**config.mk**
```make
export PLATFORM = sky130hd
export DESIGN_NAME = axi4_mgr_sched
export DESIGN_NICKNAME = d
export VERILOG_FILES = /design/src/rtl/axi4_mgr_sched_pkg.sv /design/src/rtl/axi4_mgr_sched_chan.sv /design/src/rtl/axi4_mgr_sched.sv
export SDC_FILE = /design/constraint.sdc
export NUM_CORES = 1
export LEC_CHECK = 0
export ABC_AREA = 1
export CORE_AREA = 2 2 171 173
export DETAILED_ROUTE_END_ITERATION = 8
export DIE_AREA = 0 0 173 175
export MAX_ROUTING_LAYER = met4
export PLACE_DENSITY_LB_ADDON = 0.08
export SLEW_MARGIN = 5
export SYNTH_ARGS = -nofsm -noshare
export SYNTH_HDL_FRONTEND = slang
export SYNTH_SLANG_ARGS = --single-unit
```
**constraint.sdc**
```tcl
create_clock -name clk_i -period 2 [get_ports clk_i]
set_clock_uncertainty 0.2 [all_clocks]
set_input_delay 0.4 -clock clk_i [delete_from_list [all_inputs] [get_ports clk_i]]
set_output_delay 0.4 -clock clk_i [all_outputs]
set_load 0.01 [all_outputs]
```
**src/rtl/axi4_mgr_sched_pkg.sv**
```systemverilog
// Shared types for the AXI4 manager scheduler.
package axi4_mgr_sched_pkg;

  typedef enum logic [1:0] {
    IDLE  = 2'd0,
    ISSUE = 2'd1,
    BUSY  = 2'd2,
    DONE  = 2'd3
  } sched_state_t;

  localparam logic [1:0] RESP_OKAY = 2'b00;

endpackage

```
**src/rtl/axi4_mgr_sched_chan.sv**
```systemverilog
// One direction of the scheduler: round-robin grant, command latches and
// the IDLE -> ISSUE -> BUSY -> DONE handshake with the shared manager.
module axi4_mgr_sched_chan
  import axi4_mgr_sched_pkg::*;
#(
  parameter int NUM_CLIENTS = 4,
  parameter int ADDR_W      = 32,
  parameter int CNT_W       = 8,
  localparam int CID_W      = $clog2(NUM_CLIENTS)
) (
  input  logic                                clk_i,
  input  logic                                rstn_i,
  input  logic [NUM_CLIENTS-1:0]              cmd_valid_i,
  input  logic [NUM_CLIENTS-1:0][ADDR_W-1:0]  cmd_addr_i,
  input  logic [NUM_CLIENTS-1:0][CNT_W-1:0]   cmd_count_i,
  output logic [NUM_CLIENTS-1:0]              cmd_ready_o,
  output logic [NUM_CLIENTS-1:0]              done_o,
  output logic [1:0]                          done_err_o,
  output logic                                mgr_req_o,
  output logic [ADDR_W-1:0]                   mgr_addr_o,
  output logic [CNT_W-1:0]                    mgr_count_o,
  input  logic                                mgr_rsp_i,
  input  logic [1:0]                          mgr_err_i,
  output logic                                busy_o,
  output logic [CID_W-1:0]                    owner_o
);

  sched_state_t      state_q, state_d;
  logic [CID_W-1:0]  rr_ptr_q, rr_ptr_d;
  logic [CID_W-1:0]  owner_q, owner_d;
  logic [ADDR_W-1:0] addr_q, addr_d;
  logic [CNT_W-1:0]  count_q, count_d;
  logic [1:0]        err_q, err_d;
  logic [CID_W-1:0]  grant, idx;
  logic              found;

  // First valid client at or after rr_ptr, wrapping around.
  always_comb begin
    grant = '0;
    found = 1'b0;
    idx   = '0;
    for (int i = 0; i < NUM_CLIENTS; i++) begin
      idx = CID_W'((int'(rr_ptr_q) + i) % NUM_CLIENTS);
      if (!found && cmd_valid_i[idx]) begin
        found = 1'b1;
        grant = idx;
      end
    end
  end

  // Next-state and handshake outputs; latches clear on the way back to IDLE
  // so the manager-facing address/count read 0 while idle.
  always_comb begin
    state_d     = state_q;
    rr_ptr_d    = rr_ptr_q;
    owner_d     = owner_q;
    addr_d      = addr_q;
    count_d     = count_q;
    err_d       = err_q;
    cmd_ready_o = '0;
    done_o      = '0;
    done_err_o  = RESP_OKAY;
    mgr_req_o   = 1'b0;
    case (state_q)
      IDLE: begin
        if (found && rstn_i) begin
          cmd_ready_o[grant] = 1'b1;
          owner_d = grant;
          addr_d  = cmd_addr_i[grant];
          count_d = cmd_count_i[grant];
          err_d   = RESP_OKAY;
          // Zero-count commands are never shown to the manager.
          state_d = (cmd_count_i[grant] == '0) ? DONE : ISSUE;
        end
      end
      ISSUE: begin
        mgr_req_o = 1'b1;
        state_d   = BUSY;
      end
      BUSY: begin
        if (mgr_rsp_i) begin
          err_d   = mgr_err_i;
          state_d = DONE;
        end
      end
      DONE: begin
        done_o[owner_q] = 1'b1;
        done_err_o      = err_q;
        rr_ptr_d = (owner_q == CID_W'(NUM_CLIENTS - 1)) ? '0 : owner_q + CID_W'(1);
        owner_d  = '0;
        addr_d   = '0;
        count_d  = '0;
        err_d    = RESP_OKAY;
        state_d  = IDLE;
      end
      default: state_d = IDLE;
    endcase
  end

  // State and latch registers.
  always_ff @(posedge clk_i or negedge rstn_i) begin
    if (!rstn_i) begin
      state_q  <= IDLE;
      rr_ptr_q <= '0;
      owner_q  <= '0;
      addr_q   <= '0;
      count_q  <= '0;
      err_q    <= RESP_OKAY;
    end else begin
      state_q  <= state_d;
      rr_ptr_q <= rr_ptr_d;
      owner_q  <= owner_d;
      addr_q   <= addr_d;
      count_q  <= count_d;
      err_q    <= err_d;
    end
  end

  assign mgr_addr_o  = addr_q;
  assign mgr_count_o = count_q;
  assign busy_o      = (state_q != IDLE);
  assign owner_o     = owner_q;

`ifndef SYNTHESIS
  // A response outside BUSY is dropped by the FSM; flag it in simulation.
  a_spurious_rsp: assert property (@(posedge clk_i) disable iff (!rstn_i)
    mgr_rsp_i |-> (state_q == BUSY));
`endif

endmodule

```
**src/rtl/axi4_mgr_sched.sv**
```systemverilog
// Shares one AXI4 manager between NUM_CLIENTS requesters; read and write
// are scheduled by two independent channel instances.
module axi4_mgr_sched
  import axi4_mgr_sched_pkg::*;
#(
  parameter int NUM_CLIENTS = 4,
  parameter int ADDR_W      = 32,
  parameter int CNT_W       = 8,
  localparam int CID_W      = $clog2(NUM_CLIENTS)
) (
  input  logic                                clk_i,
  input  logic                                rstn_i,
  input  logic [NUM_CLIENTS-1:0]              wr_cmd_valid_i,
  input  logic [NUM_CLIENTS-1:0][ADDR_W-1:0]  wr_cmd_addr_i,
  input  logic [NUM_CLIENTS-1:0][CNT_W-1:0]   wr_cmd_count_i,
  output logic [NUM_CLIENTS-1:0]              wr_cmd_ready_o,
  output logic [NUM_CLIENTS-1:0]              wr_done_o,
  output logic [1:0]                          wr_done_err_o,
  input  logic [NUM_CLIENTS-1:0]              rd_cmd_valid_i,
  input  logic [NUM_CLIENTS-1:0][ADDR_W-1:0]  rd_cmd_addr_i,
  input  logic [NUM_CLIENTS-1:0][CNT_W-1:0]   rd_cmd_count_i,
  output logic [NUM_CLIENTS-1:0]              rd_cmd_ready_o,
  output logic [NUM_CLIENTS-1:0]              rd_done_o,
  output logic [1:0]                          rd_done_err_o,
  output logic [1:0]                          mgr_req_o,
  output logic [ADDR_W-1:0]                   mgr_wr_addr_o,
  output logic [ADDR_W-1:0]                   mgr_rd_addr_o,
  output logic [CNT_W-1:0]                    mgr_wr_count_o,
  output logic [CNT_W-1:0]                    mgr_rd_count_o,
  input  logic [1:0]                          mgr_rsp_i,
  input  logic [1:0]                          mgr_wr_err_i,
  input  logic [1:0]                          mgr_rd_err_i,
  output logic                                wr_busy_o,
  output logic                                rd_busy_o,
  output logic [CID_W-1:0]                    wr_owner_o,
  output logic [CID_W-1:0]                    rd_owner_o
);

  axi4_mgr_sched_chan #(
    .NUM_CLIENTS(NUM_CLIENTS), .ADDR_W(ADDR_W), .CNT_W(CNT_W)
  ) u_wr (
    .clk_i(clk_i), .rstn_i(rstn_i),
    .cmd_valid_i(wr_cmd_valid_i), .cmd_addr_i(wr_cmd_addr_i), .cmd_count_i(wr_cmd_count_i),
    .cmd_ready_o(wr_cmd_ready_o), .done_o(wr_done_o), .done_err_o(wr_done_err_o),
    .mgr_req_o(mgr_req_o[0]), .mgr_addr_o(mgr_wr_addr_o), .mgr_count_o(mgr_wr_count_o),
    .mgr_rsp_i(mgr_rsp_i[0]), .mgr_err_i(mgr_wr_err_i),
    .busy_o(wr_busy_o), .owner_o(wr_owner_o)
  );

  axi4_mgr_sched_chan #(
    .NUM_CLIENTS(NUM_CLIENTS), .ADDR_W(ADDR_W), .CNT_W(CNT_W)
  ) u_rd (
    .clk_i(clk_i), .rstn_i(rstn_i),
    .cmd_valid_i(rd_cmd_valid_i), .cmd_addr_i(rd_cmd_addr_i), .cmd_count_i(rd_cmd_count_i),
    .cmd_ready_o(rd_cmd_ready_o), .done_o(rd_done_o), .done_err_o(rd_done_err_o),
    .mgr_req_o(mgr_req_o[1]), .mgr_addr_o(mgr_rd_addr_o), .mgr_count_o(mgr_rd_count_o),
    .mgr_rsp_i(mgr_rsp_i[1]), .mgr_err_i(mgr_rd_err_i),
    .busy_o(rd_busy_o), .owner_o(rd_owner_o)
  );

endmodule
```
==> results of run 1 <==
-- registers in the layout, summed over array words and instances, names as in the netlist --
signal            count
u_wr.err_q            2
u_rd.rr_ptr_q         2
u_wr.mgr_count_o      8
u_rd.err_q            2
u_rd.mgr_count_o      8
u_wr.owner_o          2
u_rd.owner_o          2
u_rd.state_q          2
u_wr.mgr_addr_o      32
u_wr.rr_ptr_q         2
u_rd.mgr_addr_o      32
u_wr.state_q          2
-- routing by layer --
metal,vias up,track usage (%)
met5,-,-
met4,0,6.638
met3,50,6.070
met2,368,41.60
met1,4479,25.02
li1,4711,-
-- cell usage after synthesis, types with 2 or more instances --
| master | count |
|---|---|
| a31oi_1 | 3 |
| nand2_1 | 434 |
| nor2_4 | 6 |
| a21oi_2 | 3 |
| buf_2 | 21 |
| nor2_2 | 3 |
| o21ai_2 | 5 |
| nand2_2 | 14 |
| nor3_1 | 6 |
| inv_2 | 11 |
| nor2_1 | 13 |
| nand2_4 | 6 |
| a21oi_1 | 5 |
| buf_4 | 5 |
| nand4_1 | 66 |
| nor2_8 | 2 |
| nand3b_1 | 8 |
| nand3_2 | 3 |
| dfrtp_1 | 96 |
| o22ai_1 | 20 |
| nand3_1 | 84 |
| o21ai_0 | 11 |
| ha_1 | 16 |
| clkbuf_1 | 16 |
| o21ai_1 | 83 |
| buf_1 | 4 |
| buf_6 | 11 |
| inv_1 | 156 |
-- cell families (layout without fill, tap and decap cells) --
kind of cell / count (synthesis) / in the layout / synth area share [%]
and+or+nand+nor: 647 / 647 / 40.62
buffers and inverters: 227 / 809 / 13.68
AOI/OAI and AO/OA: 131 / 131 / 9.871
DFF: 96 / 96 / 33.07
adders and majority gates: 16 / 16 / 2.756
other: 0 / 1 / 0
-- worst max path at each step --
stage / from / end / slack [ns] / cells after the start
floorplan: u_wr.rr_ptr_q[0] / wr_cmd_ready_o[1] / -0.16 / 11
global placement: rd_cmd_valid_i[0] / rd_cmd_ready_o[2] / -1.05 / 12
detailed placement: wr_cmd_valid_i[0] / wr_cmd_ready_o[0] / -1.06 / 12
CTS: u_rd.rr_ptr_q[0] / rd_cmd_ready_o[1] / -0.73 / 12
global route: wr_cmd_valid_i[2] / wr_cmd_ready_o[2] / -0.80 / 13
finish: u_wr.rr_ptr_q[0] / wr_cmd_ready_o[3] / -0.71 / 13
-- power groups by stage --
stage	clock [mW]	combinational, mW	sequential [mW]
floorplan	0	10.0	3.28
global placement	0	17.5	3.05
detailed placement	0	17.5	3.06
CTS	1.88	22.1	3.05
global route	1.93	27.5	3.17
finish	1.81	25.6	3.09
-- through the flow --
stage	util, %	power [mW]	std cells	TNS [ns]
2_1_floorplan	-	13.29	1117	-10.23
3_3_place_gp	45.64	20.50	1986	-84.21
3_5_place_dp	45.64	20.55	1986	-86.48
4_1_cts	50.51	27.05	2053	-51.64
5_1_grt	54.74	32.56	2084	-66.62
6_report	54.74	30.46	2084	-53.16
-- what timing repair did --
action / CTS / global route
pin swaps: 50 / 109
hold buffers: 0 / 0
buffers inserted: 46 / 34
resized for setup: 262 / 266
setup endpoints to repair: 118 / 117
gates cloned: 10 / 13
-- final cells by class --
| type | instances | area share, % |
|---|---|---|
| Sequential cell | 96 | 15.50 |
| Timing Repair Buffer | 624 | 42.49 |
| Clock buffer | 10 | 1.473 |
| Inverter | 169 | 4.339 |
| Clock inverter | 6 | 0.4428 |
| Antenna cell | 1 | 0.01610 |
| Tap cell | 384 | 3.092 |
| Multi-Input combinational cell | 794 | 32.65 |
==> impl_metrics.toml, run 1 <==
[final_layout]
final_common_cell = "clkdlybuf4s50_1"
fill_cells = 2719
final_nets = 2046
layout_common_cells = "clkdlybuf4s50_1 (409), nand2_1 (272), inv_1 (145)"
fin_area_mm2 = 0.01554
drive_gt1_share_pct = 29.96
seq_area_mm2 = 0.002409
multiInputGateArea_mm2 = 0.005074
area_growth_pct = 114.0

[worst_setup_path]
critical_path.top_delay_family = "simple AND/OR/NAND/NOR gates"
cp_slowest_stage_delay_ns = 0.46
crit_slowest_cell = "dfrtp_2"
critPathLaunchType = "flip-flop"
r2r_end = "u_wr.mgr_addr_o[3]"
path_class = "reg -> out"
cp_cell_sequence = "buf_12 -> nand2_2 -> nand2_2 -> nand2_4 -> nand2_4 -> nor2_8 -> nand2_4 -> o21ai_4 -> nor2_4 -> inv_4 -> buf_12 -> nor3_4 -> buf_2"
worst_ep_arrival_time_ns = 2.11
worstReg2RegStart = "u_wr.rr_ptr_q[0]"
worstSetupEndpointType = "primary output"
cp_max_fo = 5
rrSetupSlack_ns = -0.69
ff2ff_path_depth = 18
crit_required_ns = 1.40
crit_buf_inv = 4
crit_top_cell = "nand2_4"

[synth]
synth_edf_count = 0
syn_area_per_cell_um2 = 6.502
syn_nets = 1469
ys_seq_area_share_pct = 33.07
synth_top_area_share_pct = 33.07
synth_area_leaders = "dfrtp_1 (33%), nand2_1 (22%), inv_1 (8.1%), nand3_1 (5.8%), o21ai_1 (5.7%)"
synth_area_mm2 = 0.007263
async_flop_share_pct = 100.0
synth_area_leader_cell = "dfrtp_1"
ys_types = 34
ys.flop_type = "dfrtp_1"
ys_ff_latch = 96
ys_warn_count = 0
syn_inst = 1117

[timing]
hold_viol = 0
fin_ws_ns = -0.7061
finalCritPeriodShare_pct = 135.3
setup_violations = 106
rsz0062_at_grt = "yes"
slew_headroom_pct = 54.62
worstMarginPinSlew_ns = 0.6808
slew_viol_final = 0
whs_ns = 0.08580
fmax_mhz = 369.5
post-route-min-period_ns = 2.706

[route]
drt-met1-wl_mm = 13.83
wirelength_mm = 37.35
vias_per_cell = 4.610
drt_iter0_markers = 454
drc = 0
wl_met2_mm = 19.78
met3_wirelength_mm = 2.676
vias = 9608
wl_per_cell_um = 17.92
drt-pass1-iter-count = 4
ant_nets = 0
highest_layer = "met4"

[place]
io_buffers = 443
hpwl_mm = 25.86
dp_slack_ns = -1.059
gp_congestion = 0.8521
dpl-instance-area_mm2 = 0.01296

[power_and_ir_drop]
peakVddDrop_uv = 969.3
p_clk_share_pct = 5.9
power_switching_mw = 14.46
combPwrFrac_pct = 83.9
p_int_mw = 16.00
powerDensity_mw_per_mm2 = 1960
pwr-share-seq_pct = 10.1
switching_share_pct = 47.47
p_leak_nw = 7.140

[global_routing]
grt_pass1_wl_mm = 53.47
grtUsageTotal_pct = 23.12
grt_pass1_vias = 9512
grt_overflow = 0
grt_antenna_before_repair = 1
grt_max_degree = 50

[clock_tree]
htree_levels = 3
clk_path_buf_depth = 2
clk_latency_ns = 0.35
cts_buffers = 9
clk_pin_slew_ns = 0.07
clockRootBuffer = "clkbuf_16"
clock_sinks = 96
tritoncts = "done"

[hold_path]
hp-class = "in -> async"

[status]
status = "complete, but fails checks"
violations = "setup timing"

[floorplanning]
dieArea_mm2 = 0.03028
fp.dieW_um = 173
start_util_pct = 25.58
die_h_um = 175
row_count = 62
core_area_mm2 = 0.02839
io-pin-count = 444

[run]
maxCapViolCount = 0
(Power assumes the default switching activity.)
==> inputs of run 2 (changes only) <==
--- a/config.mk
+++ b/config.mk
@@ -15,3 +15,4 @@
 export SYNTH_ARGS = -nofsm -noshare
 export SYNTH_HDL_FRONTEND = slang
 export SYNTH_SLANG_ARGS = --single-unit
+export TNS_END_PERCENT = 20
==> run 2 against run 1 <==
Compared with the run above:
- global-route usage decreased by 0.80 points
- critical path depth decreased by 1
- sequential share of layout area increased by 1.5 points
- cell area decreased by 8.6%
- clock-buffer cell count increased by 1
- worst hold slack improved by 0.18 ns
- fmax decreased by 0.85%
- first-iteration DRC count decreased by 19%
- power decreased by 15%
- cell count decreased by 2.1%
- the flow still finishes with violations (setup timing)
- sequential cell count unchanged
==> impl_metrics.toml, run 2 (synthesized netlist as in run 1, its figures left out) <==
[worst_setup_path]
critPathLaunchType = "flip-flop"
cp_slowest_stage_delay_ns = 0.47
crit_slowest_cell = "dfrtp_2"
crit_buf_inv = 3
cp_max_fo = 6
worstSetupEndpointType = "primary output"
cp_cell_sequence = "buf_6 -> nand2_2 -> nand2_2 -> nand2_2 -> nand2_2 -> nor2_4 -> nand3_4 -> nand2_4 -> nand2_8 -> buf_6 -> nor3_4 -> buf_2"
path_class = "reg -> out"
worst_ep_arrival_time_ns = 2.13
crit_required_ns = 1.40
crit_cells = 12
rrSetupSlack_ns = -0.73
crit_top_cell = "nand2_2"
critical_path.top_delay_family = "simple AND/OR/NAND/NOR gates"
worstReg2RegStart = "u_rd.rr_ptr_q[0]"
r2r_end = "u_rd.mgr_addr_o[22]"
ff2ff_path_depth = 19

[final_layout]
final_common_cell = "clkdlybuf4s50_1"
final_nets = 2001
area_growth_pct = 95.47
fill_cells = 2858
fin_area_mm2 = 0.01420
layout_common_cells = "clkdlybuf4s50_1 (414), nand2_1 (359), inv_1 (150)"
drive_gt1_share_pct = 21.28
final_cell_count_no_fill = 2040

[route]
drc = 0
wl_per_cell_um = 16.88
drt-pass1-iter-count = 5
wirelength_mm = 34.43
vias = 9179
ant_nets = 0
vias_per_cell = 4.500
drt_iter0_markers = 367

[global_routing]
grt_overflow = 0
grt_pass1_vias = 9221
grt_antenna_before_repair = 2
grtUsageTotal_pct = 22.32
grt_max_degree = 35
grt_pass1_wl_mm = 51.05

[timing]
slew_viol_final = 0
finalCritPeriodShare_pct = 136.5
setup_violations = 100
worstMarginPinSlew_ns = 0.4621
fin_ws_ns = -0.7293
post-route-min-period_ns = 2.729
hold_viol = 0
fmax_mhz = 366.4
rsz0062_at_grt = "yes"
slew_headroom_pct = 69.19

[clock_tree]
clock_sinks = 96
htree_levels = 3
clk_path_buf_depth = 2
clk_latency_ns = 0.34
cts_buffers = 9
clockRootBuffer = "clkbuf_16"
tritoncts = "done"
clk_pin_slew_ns = 0.07

[power_and_ir_drop]
powerDensity_mw_per_mm2 = 1815
peakVddDrop_uv = 1166
p_total_mw = 25.77
p_leak_nw = 6.455

[place]
dp.cells = 1983
dpl-instance-area_mm2 = 0.01290
hpwl_mm = 25.77
io_buffers = 443
gp_congestion = 0.9222

[floorplanning]
fp.dieW_um = 173
start_util_pct = 25.58
core_area_mm2 = 0.02839
io-pin-count = 444
row_count = 62
die_h_um = 175
dieArea_mm2 = 0.03028

[status]
violations = "setup timing"
status = "complete, but fails checks"

[hold_path]
hp-class = "in -> async"

[run]
maxCapViolCount = 0
-- run 2: changes by cell type in the layout (fill, tap and decap cells not counted), moves of 6 or more --
cell,before,now
nand2_2,110,72
nand2_4,71,22
buf_2,14,20
buf_6,67,19
nand2_1,272,359
-- run 2: through the flow --
| stage | setup TNS (ns) | util [%] | hold slack [ns] | setup slack [ns] |
|---|---|---|---|---|
| global placement | -80.31 | 45.43 | 0.02515 | -1.047 |
| global route | -68.09 | 50.00 | 0.2628 | -0.8667 |
| detailed placement | -84.11 | 45.43 | 0.02545 | -1.088 |
| CTS | -58.07 | 48.64 | 0.2564 | -0.7664 |
| finish | -55.69 | 50.00 | 0.2685 | -0.7293 |
| floorplan | -10.09 | - | -0.09559 | -0.1564 |
-- run 2: worst max path at each step --
stage,from,endpoint
6_report,u_rd.rr_ptr_q[0],rd_cmd_ready_o[1]
2_1_floorplan,u_wr.rr_ptr_q[0],wr_cmd_ready_o[1]
3_5_place_dp,rd_cmd_valid_i[2],rd_cmd_ready_o[1]
5_1_grt,u_rd.rr_ptr_q[0],u_rd.mgr_addr_o[22]
3_3_place_gp,rd_cmd_valid_i[0],rd_cmd_ready_o[1]
4_1_cts,u_rd.rr_ptr_q[0],rd_cmd_ready_o[1]
-- run 2: power by group --
part,internal (mW),leakage [nW],switching [mW],total [mW]
Combinational,9.81,5.05,11.2,21.0
Clock,0.922,0.146,0.791,1.71
Sequential,2.64,1.26,0.422,3.07
-- run 2: timing repair --
| action | 4_1_cts | 5_1_grt |
|---|---|---|
| buffers inserted | 23 | 5 |
| hold endpoints to repair | 2 | 0 |
| gates cloned | 5 | 6 |
| hold buffers | 2 | 0 |
| gates resized for setup | 200 | 67 |
| setup endpoints to repair | 117 | 109 |
| pin swaps | 74 | 64 |
-- run 2: cell type report --
class | instances | area (um2) | share of cell area [%]
timing repair buffer | 578 | 5909 | 41.62
multi-input combinational | 794 | 4441 | 31.28
sequential | 96 | 2407 | 16.96
inverter | 169 | 654.4 | 4.609
tap | 384 | 480.5 | 3.384
clock buffer | 11 | 252.7 | 1.780
clock inverter | 5 | 40.04 | 0.2820
timing repair inverter | 1 | 7.507 | 0.05288
antenna | 2 | 5.005 | 0.03525
-- run 2: per-layer routing --
layer  vias to the layer above  GRT usage, %  part of all wire (%)
li1                       4618             -                     -
met1                      4171         23.96                    39
met2                       339         38.20                    50
met3                        51         6.810                   7.7
met4                         0         9.534                   3.4
met5                         -             -                     0
